File: config.mk
export PLATFORM = sky130hd
export DESIGN_NAME = spi_sevenseg_scan_ctrl
export DESIGN_NICKNAME = d
export VERILOG_FILES = /design/src/rtl/spi_sevenseg_scan_ctrl.sv
export SDC_FILE = /design/constraint.sdc
export NUM_CORES = 1
export LEC_CHECK = 0
export BUFFER_PORTS_ARGS = -buffer_cell sky130_fd_sc_hd__clkbuf_2
export CAP_MARGIN = 25
export CORE_UTILIZATION = 30
export CTS_CLUSTER_DIAMETER = 150
export DETAILED_ROUTE_END_ITERATION = 8
export PLACE_DENSITY_LB_ADDON = 0.15
export SYNTH_ARGS = -nofsm -noshare
export SYNTH_HDL_FRONTEND = slang
export SYNTH_SLANG_ARGS = --single-unit
File: constraint.sdc
create_clock -name sclk -period 1.8 [get_ports sclk]
set_input_delay 0.36 -clock sclk [delete_from_list [all_inputs] [get_ports sclk]]
set_output_delay 0.36 -clock sclk [all_outputs]
set_load 0.01 [all_outputs]
File: src/rtl/spi_sevenseg_scan_ctrl.sv
// SPI-loaded four-digit seven-segment driver: a byte-wide receiver updates
// per-digit data and an enable mask while a free-running scanner multiplexes the digits.
module spi_sevenseg_scan_ctrl #(
   parameter int SCAN_DIV  = 256,
   parameter int BLANK_CYC = 4
) (
   input  logic       sclk,
   input  logic       rst_n,
   input  logic       ss,
   input  logic       mosi,
   output logic [7:0] seg,
   output logic [3:0] dig_en,
   output logic       frame_done
);

   localparam int CNT_W = $clog2(SCAN_DIV);

   typedef enum logic [1:0] {
      CMD_WR    = 2'b00,
      CMD_WR_DP = 2'b01,
      CMD_CLR   = 2'b10,
      CMD_MASK  = 2'b11
   } cmd_e;

   logic [2:0]       bit_cnt;
   logic [7:0]       shift_q;
   logic [7:0]       frame_q;
   logic             frame_pend;
   logic [3:0]       nib_q [4];
   logic [3:0]       dp_q;
   logic [3:0]       valid_q;
   logic [3:0]       mask_q;
   logic [CNT_W-1:0] scan_cnt;
   logic [1:0]       slot;
   logic [7:0]       seg_d;
   logic [3:0]       dig_d;
   cmd_e             cmd;
   logic [1:0]       addr;

   function automatic logic [6:0] font(input logic [3:0] n);
      logic [6:0] f;
      case (n)
         4'h0: f = 7'h3F;  4'h1: f = 7'h06;  4'h2: f = 7'h5B;  4'h3: f = 7'h4F;
         4'h4: f = 7'h66;  4'h5: f = 7'h6D;  4'h6: f = 7'h7D;  4'h7: f = 7'h07;
         4'h8: f = 7'h7F;  4'h9: f = 7'h6F;  4'hA: f = 7'h77;  4'hB: f = 7'h7C;
         4'hC: f = 7'h39;  4'hD: f = 7'h5E;  4'hE: f = 7'h79;  default: f = 7'h71;
      endcase
      return f;
   endfunction

   // The completed byte is latched on the 8th-bit edge and applied one edge later.
   // NOTE: sequential state uses <= so every flop samples pre-edge values regardless of block order.
   always_ff @(posedge sclk) begin
      if (!rst_n) begin
         bit_cnt    <= '0;
         shift_q    <= '0;
         frame_q    <= '0;
         frame_pend <= 1'b0;
      end else begin
         frame_pend <= 1'b0;
         if (ss) begin
            bit_cnt <= '0;
         end else begin
            shift_q <= {shift_q[6:0], mosi};
            bit_cnt <= bit_cnt + 3'd1;
            if (bit_cnt == 3'd7) begin
               frame_q    <= {shift_q[6:0], mosi};
               frame_pend <= 1'b1;
            end
         end
      end
   end

   assign cmd  = cmd_e'(frame_q[7:6]);
   assign addr = frame_q[5:4];

   // NOTE: the nibble array is four small flop words, so it is cleared on reset like any other register.
   always_ff @(posedge sclk) begin
      if (!rst_n) begin
         for (int i = 0; i < 4; i++) nib_q[i] <= '0;
         dp_q       <= '0;
         valid_q    <= '0;
         mask_q     <= 4'b1111;
         frame_done <= 1'b0;
      end else begin
         frame_done <= frame_pend;
         if (frame_pend) begin
            case (cmd)
               CMD_WR, CMD_WR_DP: begin
                  nib_q[addr]   <= frame_q[3:0];
                  dp_q[addr]    <= (cmd == CMD_WR_DP);
                  valid_q[addr] <= 1'b1;
               end
               CMD_CLR: begin
                  dp_q    <= '0;
                  valid_q <= '0;
               end
               default: mask_q <= frame_q[3:0];
            endcase
         end
      end
   end

   always_ff @(posedge sclk) begin
      if (!rst_n) begin
         scan_cnt <= '0;
         slot     <= '0;
      end else if (scan_cnt == CNT_W'(SCAN_DIV - 1)) begin
         scan_cnt <= '0;
         slot     <= slot + 2'd1;
      end else begin
         scan_cnt <= scan_cnt + 1'b1;
      end
   end

   // NOTE: both outputs get a default before any branch so this block never infers a latch.
   always_comb begin
      seg_d = '0;
      dig_d = '0;
      if (scan_cnt >= CNT_W'(BLANK_CYC) && mask_q[slot]) begin
         dig_d = 4'b0001 << slot;
         if (valid_q[slot]) seg_d = {dp_q[slot], font(nib_q[slot])};
      end
   end

   always_ff @(posedge sclk) begin
      if (!rst_n) begin
         seg    <= '0;
         dig_en <= '0;
      end else begin
         seg    <= seg_d;
         dig_en <= dig_d;
      end
   end

endmodule

# Word-level counts from Yosys, hierarchy flattened

Memories as Yosys holds them, arrays and structs flattened. A register that Yosys moved wholly into a read port is not among the register bits.
Cells that the tools add are included.

Memory bits (writable): 16
Memory bits (read-only): 112
Bits in registers: 54
Output and inout port bits: 13
Bits of input ports: 4
Latch bits: 0
Memories: 2

Memory list:

| name             | words | bits a word | read ports | clocked after Yosys merged registers in | wr ports | RTL line | source |
|---|---|---|---|---|---|---|---|
| (name not given) | 16    | 7           | 1          | 1                                       | 0        | 42       | `case (n)` |
| nib_q            | 4     | 4           | 1          | 1                                       | 4        | 29       | `logic [3:0] nib_q [4];` |

Add/subtract/negate cells: 3
Muxes and demuxes: 22
Reduce and logical (&&, ||, !) cells: 15
Multipliers: 0
Bitwise operators: 4
Divide/modulo/power cells: 0
Shifts and indexed selects: 1
Equality and inequality tests: 4
$lt $le $gt $ge: 4

Operators by type and width:

| cell                                                | number |
|---|---|
| one-hot mux 4 bit (2 select lines)                  | 2 |
| 2-to-1 mux 1 bit                                    | 11 |
| adder 8 x 1 -> 8 bit, second input constant         | 1 |
| == test 8 bit, second input constant                | 1 |
| >= comparator 8 x 3 -> 1 bit, second input constant | 1 |
| AND reduction 2 bit                                 | 4 |
| binary-select mux 1 bit (select 2 bit)              | 3 |
| < comparator 2 x 3 -> 1 bit, second input constant  | 2 |
| 2-to-1 mux 2 bit                                    | 3 |
| OR reduction 2 bit                                  | 3 |
| bitwise mux 4 bit                                   | 1 |
| 2-to-1 mux 4 bit                                    | 1 |
| OR 4 bit                                            | 1 |
| OR reduction 4 bit                                  | 1 |
| left shift 1 x 2 -> 4 bit, first input constant     | 1 |
| adder 3 x 1 -> 3 bit, second input constant         | 1 |
| == test 3 bit, second input constant                | 1 |
| inverter 1 bit                                      | 3 |
| AND reduction 3 bit                                 | 1 |
| OR reduction 3 bit                                  | 1 |
| adder 2 x 1 -> 2 bit, second input constant         | 1 |
| demux 1 bit (select 2 bit)                          | 1 |
| == test 2 x 1 -> 1 bit, second input constant       | 1 |
| == test 2 bit, second input constant                | 1 |
| other kinds (5)                                     | 6 |

# Logic depth before layout (Yosys ltp)

Gate-level depths: netlist of run 1.

Word-level depth: 8
Gate-level depth with buffers: 7
Mapped depth without buffers: 6

# Worst setup path after synthesis of run 1

Ideal clock, no wire load.

Path type: register to register
Start: reg with a tool-made name
End: reg seg[1]
Required time: 1709 ps
Clock period less this slack: 1938 ps
Path buffers: 1
Arrival: 1847 ps
Path slack: -138 ps
Cell stages (with the launch flop): 8
Cell sequence: dfxtp_1 > buf_6 > mux4_1 > inv_1 > ha_1 > nor2_4 > a211oi_1 > a311oi_1

RTL lines:

| what             | RTL line | source |
|---|---|---|
| end: declaration | 11       | `output logic [7:0] seg,` |

==> flow_summary.toml, run 1 <==
[yosys]
synth_warnings = 0
synthesis.nets = 322
synthArstFlopShare_pct = 0
yosysSeqAreaShare_pct = 49.7
syn_area_sq_um = 3220
synth_edf_count = 16
ys_types = 44
syn-instance-count = 307
avgSynthCellArea_sq_um = 10.5
ys_seq_elements = 72
yosys_most_used_dff = "dfxtp_1"

[layout]
nets = 351
fin_cells = 477
fill_cells = 1105
syn2layout_area_growth_pct = 17.1
num_antenna_cells = 0
layout-drive-gt1-share_pct = 20.8

[min_path]
min_to = "frame_q[0]"
min_from = "mosi"
hp-class = "in2reg"
hold_path_depth = 3

[critical_path]
criticalPathCategory = "reg2reg"
r2r_cells = 5
cp-end-kind = "flip-flop"
critPathArrivalTime_ns = 1.97
crit_fanout = 10
required_ns = 2.06
r2r_slack_ns = 0.09
regToRegEndpoint = "seg[5]"
critPathLaunchType = "flip-flop"

[placement]
dp_cells = 461
io_buffers = 16
dp_hpwl_um = 4530
place.gp.congestion = 0.738

[routing]
wl_per_cell_um = 12.9
drt_iter0_drc = 65
vias = 2163
drt-total-wl_um = 6140
drc_errors = 0
avgViaCountPerCell = 4.53
ant_nets = 0
first_pass_iters = 4

[floorplan]
pin_count = 17
rows = 37
initial_utilization_pct = 31.0
die_h_um = 106
dieWidth_um = 106
core_sq_um = 10400
die-area_sq_um = 11100

[global_route]
grt_usage_pct = 12.8
antenna_found_initial = 0
grt_max_degree = 44
grt_pass1_vias = 2210
grt_remaining_overflow = 0
grt_pass1_wl_um = 11000

[timing]
relSlewSlack_pct = 60.6
period_needed_ns = 1.71
rsz0062_at_grt = "false"
skew_ns = 0.0164
finalSetupTns_ns = 0
worst_pin_slew_ns = 0.585
post-route-period-util_pct = 94.9
setup_viol_count_final = 0
drv_slew = 0
finalHoldViolations = 0
max_freq_mhz = 585

[clock_tree]
cts_tree = "done"
clkTransAtPathRegs_ns = 0.08
cts.sinks = 72
numCtsBuffers = 9
clk_path_buf_depth = 2
cts.htree.levels = 3
root_buffer = "clkbuf_8"
clk_latency_ns = 0.36

[job]
max-cap-violations = 0

[power_and_ir_drop]
power_density_nw_per_um2 = 846
ir_drop_mv = 0.416
leakage_nw = 1.42

[outcome]
status = "completed"
report_power, final:
part / total (mW) / internal, mW / switching [mW]
logic: 0.133 / 0.0589 / 0.0740
clock network: 1.37 / 0.727 / 0.648
registers: 1.68 / 1.67 / 0.0160
total: 3.19 / 2.45 / 0.738
routing by layer:
metal / part of all wire (%) / up-vias / global-route usage, %
met5: 0 / - / 0
li1: - / 1112 / -
met3: 2.7 / 8 / 4.08
met1: 48 / 1025 / 15.8
met4: 1.4 / 0 / 4.17
met2: 48 / 18 / 21.2
state kept, by name (all words and copies together) (netlist names), named ones only:
signal	flops
frame_q	8
scan_cnt	8
frame_pend	1
dp_q	4
nib_q	16
bit_cnt	3
mask_q	4
valid_q	4
shift_q	7
slot	2
seg	8
frame_done	1
dig_en	4
through the flow:
stage	setup slack [ns]	power [mW]	hold slack, ns	area [sq um]	util (%)
3_5_place_dp	-0.00424	1.86	0.422	3540	34.1
2_1_floorplan	0.0193	1.82	0.403	3230	-
4_1_cts	0.0312	3.26	0.254	3760	36.2
6_report	0.0914	3.19	0.262	3770	36.4
5_1_grt	0.00398	3.34	0.269	3770	36.4
3_3_place_gp	0.0586	1.86	0.410	3540	34.1
worst max-delay path by stage:
stage	start	end	slack [ns]	cells past startpoint
2_1_floorplan	flip-flop	seg[1]	0.02	7
3_3_place_gp	flip-flop	seg[5]	0.06	5
3_5_place_dp	flip-flop	seg[6]	-0.004	5
4_1_cts	flip-flop	seg[6]	0.03	5
5_1_grt	flip-flop	seg[1]	0.004	6
6_report	flip-flop	seg[5]	0.09	5
layout by cell type (no fill, tap or decap), types with 7 or more instances in the layout:
master	count
dfxtp_1	55
o21ai_0	7
edfxtp_1	16
a21boi_0	10
ha_1	8
inv_1	10
nor2b_1	11
nand2_1	41
clkbuf_2	16
xnor2_1	7
buf_4	16
mux2i_1	20
nor2_1	25
and2_1	8
clkbuf_8	11
nor3_1	12
Yosys cell counts (7+ instances only):
cell type,number,area share (%)
o21ai_0,7,1.1
nor2_1,25,2.9
nor2b_1,11,2.1
dfxtp_1,56,35
a21boi_0,10,2.3
clkbuf_1,10,1.2
ha_1,11,4.3
edfxtp_1,16,15
xnor2_1,7,1.9
inv_1,12,1.4
and2_1,8,1.6
mux2i_1,20,6.2
nor3_1,13,2.0
nand2_1,41,4.8
cells by family after synthesis:
group | share of synthesized area (%)
AOI/OAI and AO/OA | 8.32
muxes | 12.7
DFF | 49.7
xor gates and xnor gates | 2.18
buffers and inverters | 4.43
adders and majority gates | 4.28
and+or+nand+nor | 18.3
final cells by class:
| cell class | instances | area (sq um) | share of cell area [%] |
|---|---|---|---|
| Clock buffer | 11 | 151 | 4.01 |
| Clock inverter | 5 | 62.6 | 1.66 |
| Tap cell | 136 | 170 | 4.51 |
| Multi-Input combinational cell | 207 | 1490 | 39.6 |
| Timing Repair Buffer | 34 | 240 | 6.37 |
| Sequential cell | 72 | 1610 | 42.6 |
| Inverter | 12 | 47.5 | 1.26 |
timing repair:
action	CTS	global route
endpoints found under the setup margin	2	5
buffers inserted	0	0
resized for setup	1	5
pin swaps	0	1
hold buffers	0	0
worst max-delay path, cell delays in order, from the launching register on:
cell and delay (ns):
dfxtp_4 0.37, buf_4 0.17, mux4_2 0.64, nand2_1 0.13, a21oi_1 0.07, a311oi_1 0.24
Power figures use the tool's default switching activity.
==> inputs of run 2 (changes only) <==
==> config.mk (replaced) <==
export PLATFORM = sky130hd
export DESIGN_NAME = spi_sevenseg_scan_ctrl
export DESIGN_NICKNAME = d
export VERILOG_FILES = /design/src/rtl/spi_sevenseg_scan_ctrl.sv
export SDC_FILE = /design/constraint.sdc
export NUM_CORES = 1
export LEC_CHECK = 0
export CAP_MARGIN = 25
export CORE_UTILIZATION = 30
export CTS_CLUSTER_DIAMETER = 150
export DETAILED_ROUTE_END_ITERATION = 8
export DONT_BUFFER_PORTS = 1
export GPL_ROUTABILITY_DRIVEN = 0
export PLACE_DENSITY = 0.46
export SYNTH_ARGS = -nofsm -noshare
export SYNTH_HDL_FRONTEND = slang
export SYNTH_SLANG_ARGS = --single-unit
==> flow_summary.toml, run 2 (same netlist as run 1, synthesis figures left out) <==
[placement]
place_area_sq_um = 3420
io_buffers = 0
dp_hpwl_um = 4280

[global_route]
grt_usage_pct = 12.4
grt_pass1_wl_um = 10700
grt_max_degree = 45
grt_pass1_vias = 2183
met1_usage_pct = 15.4
antenna_found_initial = 0
grt_remaining_overflow = 0
grt-busiest-layer = "met2"
use_met2_pct = 20.1
grtUsageMet3_pct = 4.58

[timing]
max_freq_mhz = 581
skew_ns = 0.0106
setup_viol_count_final = 0
finalHoldViolations = 0
drv_slew = 0
worst_pin_slew_ns = 0.572
rsz0062_at_grt = "false"
post-route-period-util_pct = 95.5
relSlewSlack_pct = 61.5
period_needed_ns = 1.72

[layout]
layout-drive-gt1-share_pct = 15.8
num_antenna_cells = 0
fin_util_pct = 35.7
fill_cells = 1083
final_cell_area_sq_um = 3700
layout_common_cells = "dfxtp_1, nand2_1, nor2_1, mux2i_1, edfxtp_1"
final_common_cell = "dfxtp_1"
largest_reg_flops = 16
top_register = "nib_q"
nets = 332
syn2layout_area_growth_pct = 14.9

[power_and_ir_drop]
ir_drop_mv = 0.438
pwr-share-clk_pct = 42.3
p_switching_uw = 704
leakage_nw = 1.33
combPwrFrac_pct = 3.5
p_seq_share_pct = 54.2
internal-power_mw = 2.41
sw_frac_of_total_pct = 22.6
power_density_nw_per_um2 = 841
power.total_mw = 3.11

[floorplan]
die-area_sq_um = 11100
core_sq_um = 10400
pin_count = 17
rows = 37
die_h_um = 106
dieWidth_um = 106
initial_utilization_pct = 31.0

[clock_tree]
cts.sinks = 72
root_buffer = "clkbuf_8"
clkTransAtPathRegs_ns = 0.08
clk_path_buf_depth = 2
cts.htree.levels = 3
cts_tree = "done"
clk_latency_ns = 0.35
numCtsBuffers = 9

[routing]
avgViaCountPerCell = 4.53
drt-total-wl_um = 5980
drt_iter0_drc = 85
ant_nets = 0
wl_per_cell_um = 13.1
drc_errors = 0
first_pass_iters = 4
vias = 2073

[critical_path]
cp-end-kind = "flip-flop"
crit_fanout = 4
criticalPathCategory = "reg2reg"
required_ns = 2.06
critPathLaunchType = "flip-flop"
critPathArrivalTime_ns = 1.98

[outcome]
status = "completed"

[min_path]
hp-class = "in2reg"

[job]
max-cap-violations = 0
-- run 2: cell count changes in the layout (fill, tap and decap cells not counted), sizes merged --
cell      change
clkinvlp      +1
clkbuf       -17
buf           -4
mux4          +1
-- run 2: power groups by stage --
stage	combinational, mW	clock, mW	sequential [mW]
3_3_place_gp	0.102	0	1.72
4_1_cts	0.105	1.38	1.69
3_5_place_dp	0.103	0	1.73
6_report	0.108	1.32	1.69
2_1_floorplan	0.0988	0	1.72
5_1_grt	0.123	1.45	1.69
-- run 2: per-stage QoR --
stage          TNS (ns)  instances  setup WS, ns  hold WS, ns
2_1_floorplan         0        307        0.0193        0.403
3_3_place_gp          0        440        0.0323        0.411
3_5_place_dp   -0.00159        440      -0.00159        0.423
4_1_cts               0        457       0.00424       0.0500
5_1_grt               0        458       0.00231       0.0451
6_report              0        458        0.0802       0.0773
-- run 2: what timing repair did --
| action | CTS | global route |
|---|---|---|
| cloned | 1 | 0 |
| hold buffers | 0 | 0 |
| resized for setup | 2 | 6 |
| pin swaps | 0 | 2 |
| setup buffers | 0 | 1 |
| setup endpoints to repair | 3 | 7 |
-- run 2: worst paths after layout --
check | from | end | slack (ns) | depth (start not counted)
worst min register to register | bit_cnt[0] | bit_cnt[0] | 0.43 | 1
worst min-delay path | ss | bit_cnt[0] | 0.08 | 1
worst max-delay path | flip-flop | seg[1] | 0.08 | 6
worst max register to register | flip-flop | seg[1] | 0.08 | 6
-- run 2: cell type report --
cell class / instances / area [sq um] / area share (%)
clock buffer: 10 / 138 / 3.72
tap: 136 / 170 / 4.60
timing repair buffer: 14 / 130 / 3.52
clock inverter: 6 / 66.3 / 1.79
inverter: 12 / 47.5 / 1.29
multi-input combinational: 208 / 1540 / 41.7
sequential: 72 / 1610 / 43.4
-- run 2: metal layers --
layer  share of wire [%]  wire length (um)  up-vias
met1                  48              2840      965
met3                 3.1               187        4
met4                 1.1                63        0
met2                  48              2880       27
li1                    -                 -     1077
met5                   0                 0        -
-- run 2: worst max-delay path, stage by stage (launching register included) --
cell,delay (ns)
dfxtp_4,0.37
mux4_2,0.59
inv_2,0.12
ha_4,0.21
nor2_4,0.10
a211oi_1,0.05
a311oi_1,0.19
==> inputs of run 3 (changes only) <==
--- a/config.mk
+++ b/config.mk
@@ -11,7 +11,7 @@
 export DETAILED_ROUTE_END_ITERATION = 8
 export DONT_BUFFER_PORTS = 1
 export GPL_ROUTABILITY_DRIVEN = 0
-export PLACE_DENSITY = 0.46
+export PLACE_DENSITY = 0.45
 export SYNTH_ARGS = -nofsm -noshare
 export SYNTH_HDL_FRONTEND = slang
 export SYNTH_SLANG_ARGS = --single-unit
==> constraint.sdc (replaced) <==
create_clock -name sclk -period 2.1 [get_ports sclk]
set_input_delay 0.42 -clock sclk [delete_from_list [all_inputs] [get_ports sclk]]
set_output_delay 0.42 -clock sclk [all_outputs]
set_load 0.01 [all_outputs]
==> flow_summary.toml, run 3 (same netlist as run 1, synthesis figures left out) <==
[outcome]
status = "completed"

[min_path]
hold_path_depth = 1
hp-class = "in2reg"

[routing]
vias = 2061
wl_per_cell_um = 13.3
drt-total-wl_um = 6000
drt_iter0_drc = 75
avgViaCountPerCell = 4.58
drc_errors = 0
ant_nets = 0
first_pass_iters = 4

[timing]
worst_pin_slew_ns = 0.635
finalSetupTns_ns = 0
post-route-period-util_pct = 91.3
skew_ns = 0.0139
setup_viol_count_final = 0
relSlewSlack_pct = 57.2
finalHoldViolations = 0
drv_slew = 0
max_freq_mhz = 521
rsz0062_at_grt = "false"
period_needed_ns = 1.92

[global_route]
grt_pass1_vias = 2116
grt_usage_pct = 12.4
grt_pass1_wl_um = 10500
antenna_found_initial = 0
grt_max_degree = 45
grt_remaining_overflow = 0

[clock_tree]
cts.sinks = 72
holdBufCountCts = 0
numCtsBuffers = 9
clk_latency_ns = 0.35
clk_path_buf_depth = 2
clkTransAtPathRegs_ns = 0.08
cts_setup_buffers = 0
root_buffer = "clkbuf_8"
ctsResizeCount = 0
cts_tree = "done"
cts.htree.levels = 3

[placement]
dp_cells = 435
place_area_sq_um = 3350
dp_hpwl_um = 4270
io_buffers = 0

[critical_path]
critPathLaunchType = "flip-flop"
crit_fanout = 5
cp-end-kind = "flip-flop"
r2r_cells = 5
required_ns = 2.37
criticalPathCategory = "reg2reg"
critPathArrivalTime_ns = 2.19

[power_and_ir_drop]
power.total_mw = 2.50
leakage_nw = 1.27
power_density_nw_per_um2 = 709
ir_drop_mv = 0.349

[floorplan]
dieWidth_um = 106
rows = 37
core_sq_um = 10400
die-area_sq_um = 11100
initial_utilization_pct = 31.0
die_h_um = 106
pin_count = 17

[layout]
layout_common_cells = "dfxtp_1, nand2_1, nor2_1, mux2i_1, edfxtp_1"
top_register = "nib_q"
final_common_cell = "dfxtp_1"
num_antenna_cells = 0
layout-drive-gt1-share_pct = 11.5
fin_cells = 450
fill_cells = 1096
nets = 325
syn2layout_area_growth_pct = 9.33
final_cell_area_sq_um = 3520
largest_reg_flops = 16

[job]
max-cap-violations = 0
run 3: path summary, 6_finish.rpt:
path	startpoint	end	slack, ns
setup / recovery	flip-flop	seg[0]	0.18
hold / removal	ss	bit_cnt[0]	0.13
setup reg to reg	flip-flop	seg[0]	0.18
hold reg to reg	bit_cnt[0]	bit_cnt[0]	0.43
run 3: through the flow:
| stage | worst slack [ns] | hold slack [ns] | util (%) |
|---|---|---|---|
| floorplan | 0.162 | 0.403 | - |
| global placement | 0.239 | 0.413 | 32.3 |
| detailed placement | 0.190 | 0.418 | 32.3 |
| CTS | 0.160 | 0.110 | 33.9 |
| global route | 0.0372 | 0.112 | 33.9 |
| finish | 0.182 | 0.134 | 33.9 |
run 3: power by group:
group          switching [mW]  internal (mW)  total, mW  leakage, nW
combinational          0.0435         0.0380     0.0815        0.572
sequential             0.0132           1.43       1.45        0.617
clock                   0.543          0.426      0.969       0.0820
run 3: worst max-delay path, cell delays in order, from the launching register on:
cell     delay, ns
dfxtp_1       0.39
mux4_1        0.66
ha_1          0.32
nor3_1        0.21
o21ai_0       0.10
a31oi_1       0.16
run 3: final cells by class:
| type | count | area [sq um] | share of cell area, % |
|---|---|---|---|
| clock buffer | 9 | 124 | 3.52 |
| clock inverter | 6 | 43.8 | 1.24 |
| inverter | 12 | 45.0 | 1.28 |
| multi-input combinational | 207 | 1480 | 41.9 |
| sequential | 72 | 1600 | 45.5 |
| tap | 136 | 170 | 4.83 |
| timing repair buffer | 8 | 60.1 | 1.71 |
run 3: layer usage:
layer  wire (um)  global-route usage (%)
met1        2900                    15.4
met2        2790                    19.6
met3         188                    4.08
met4         120                    5.36
met5           0                       0
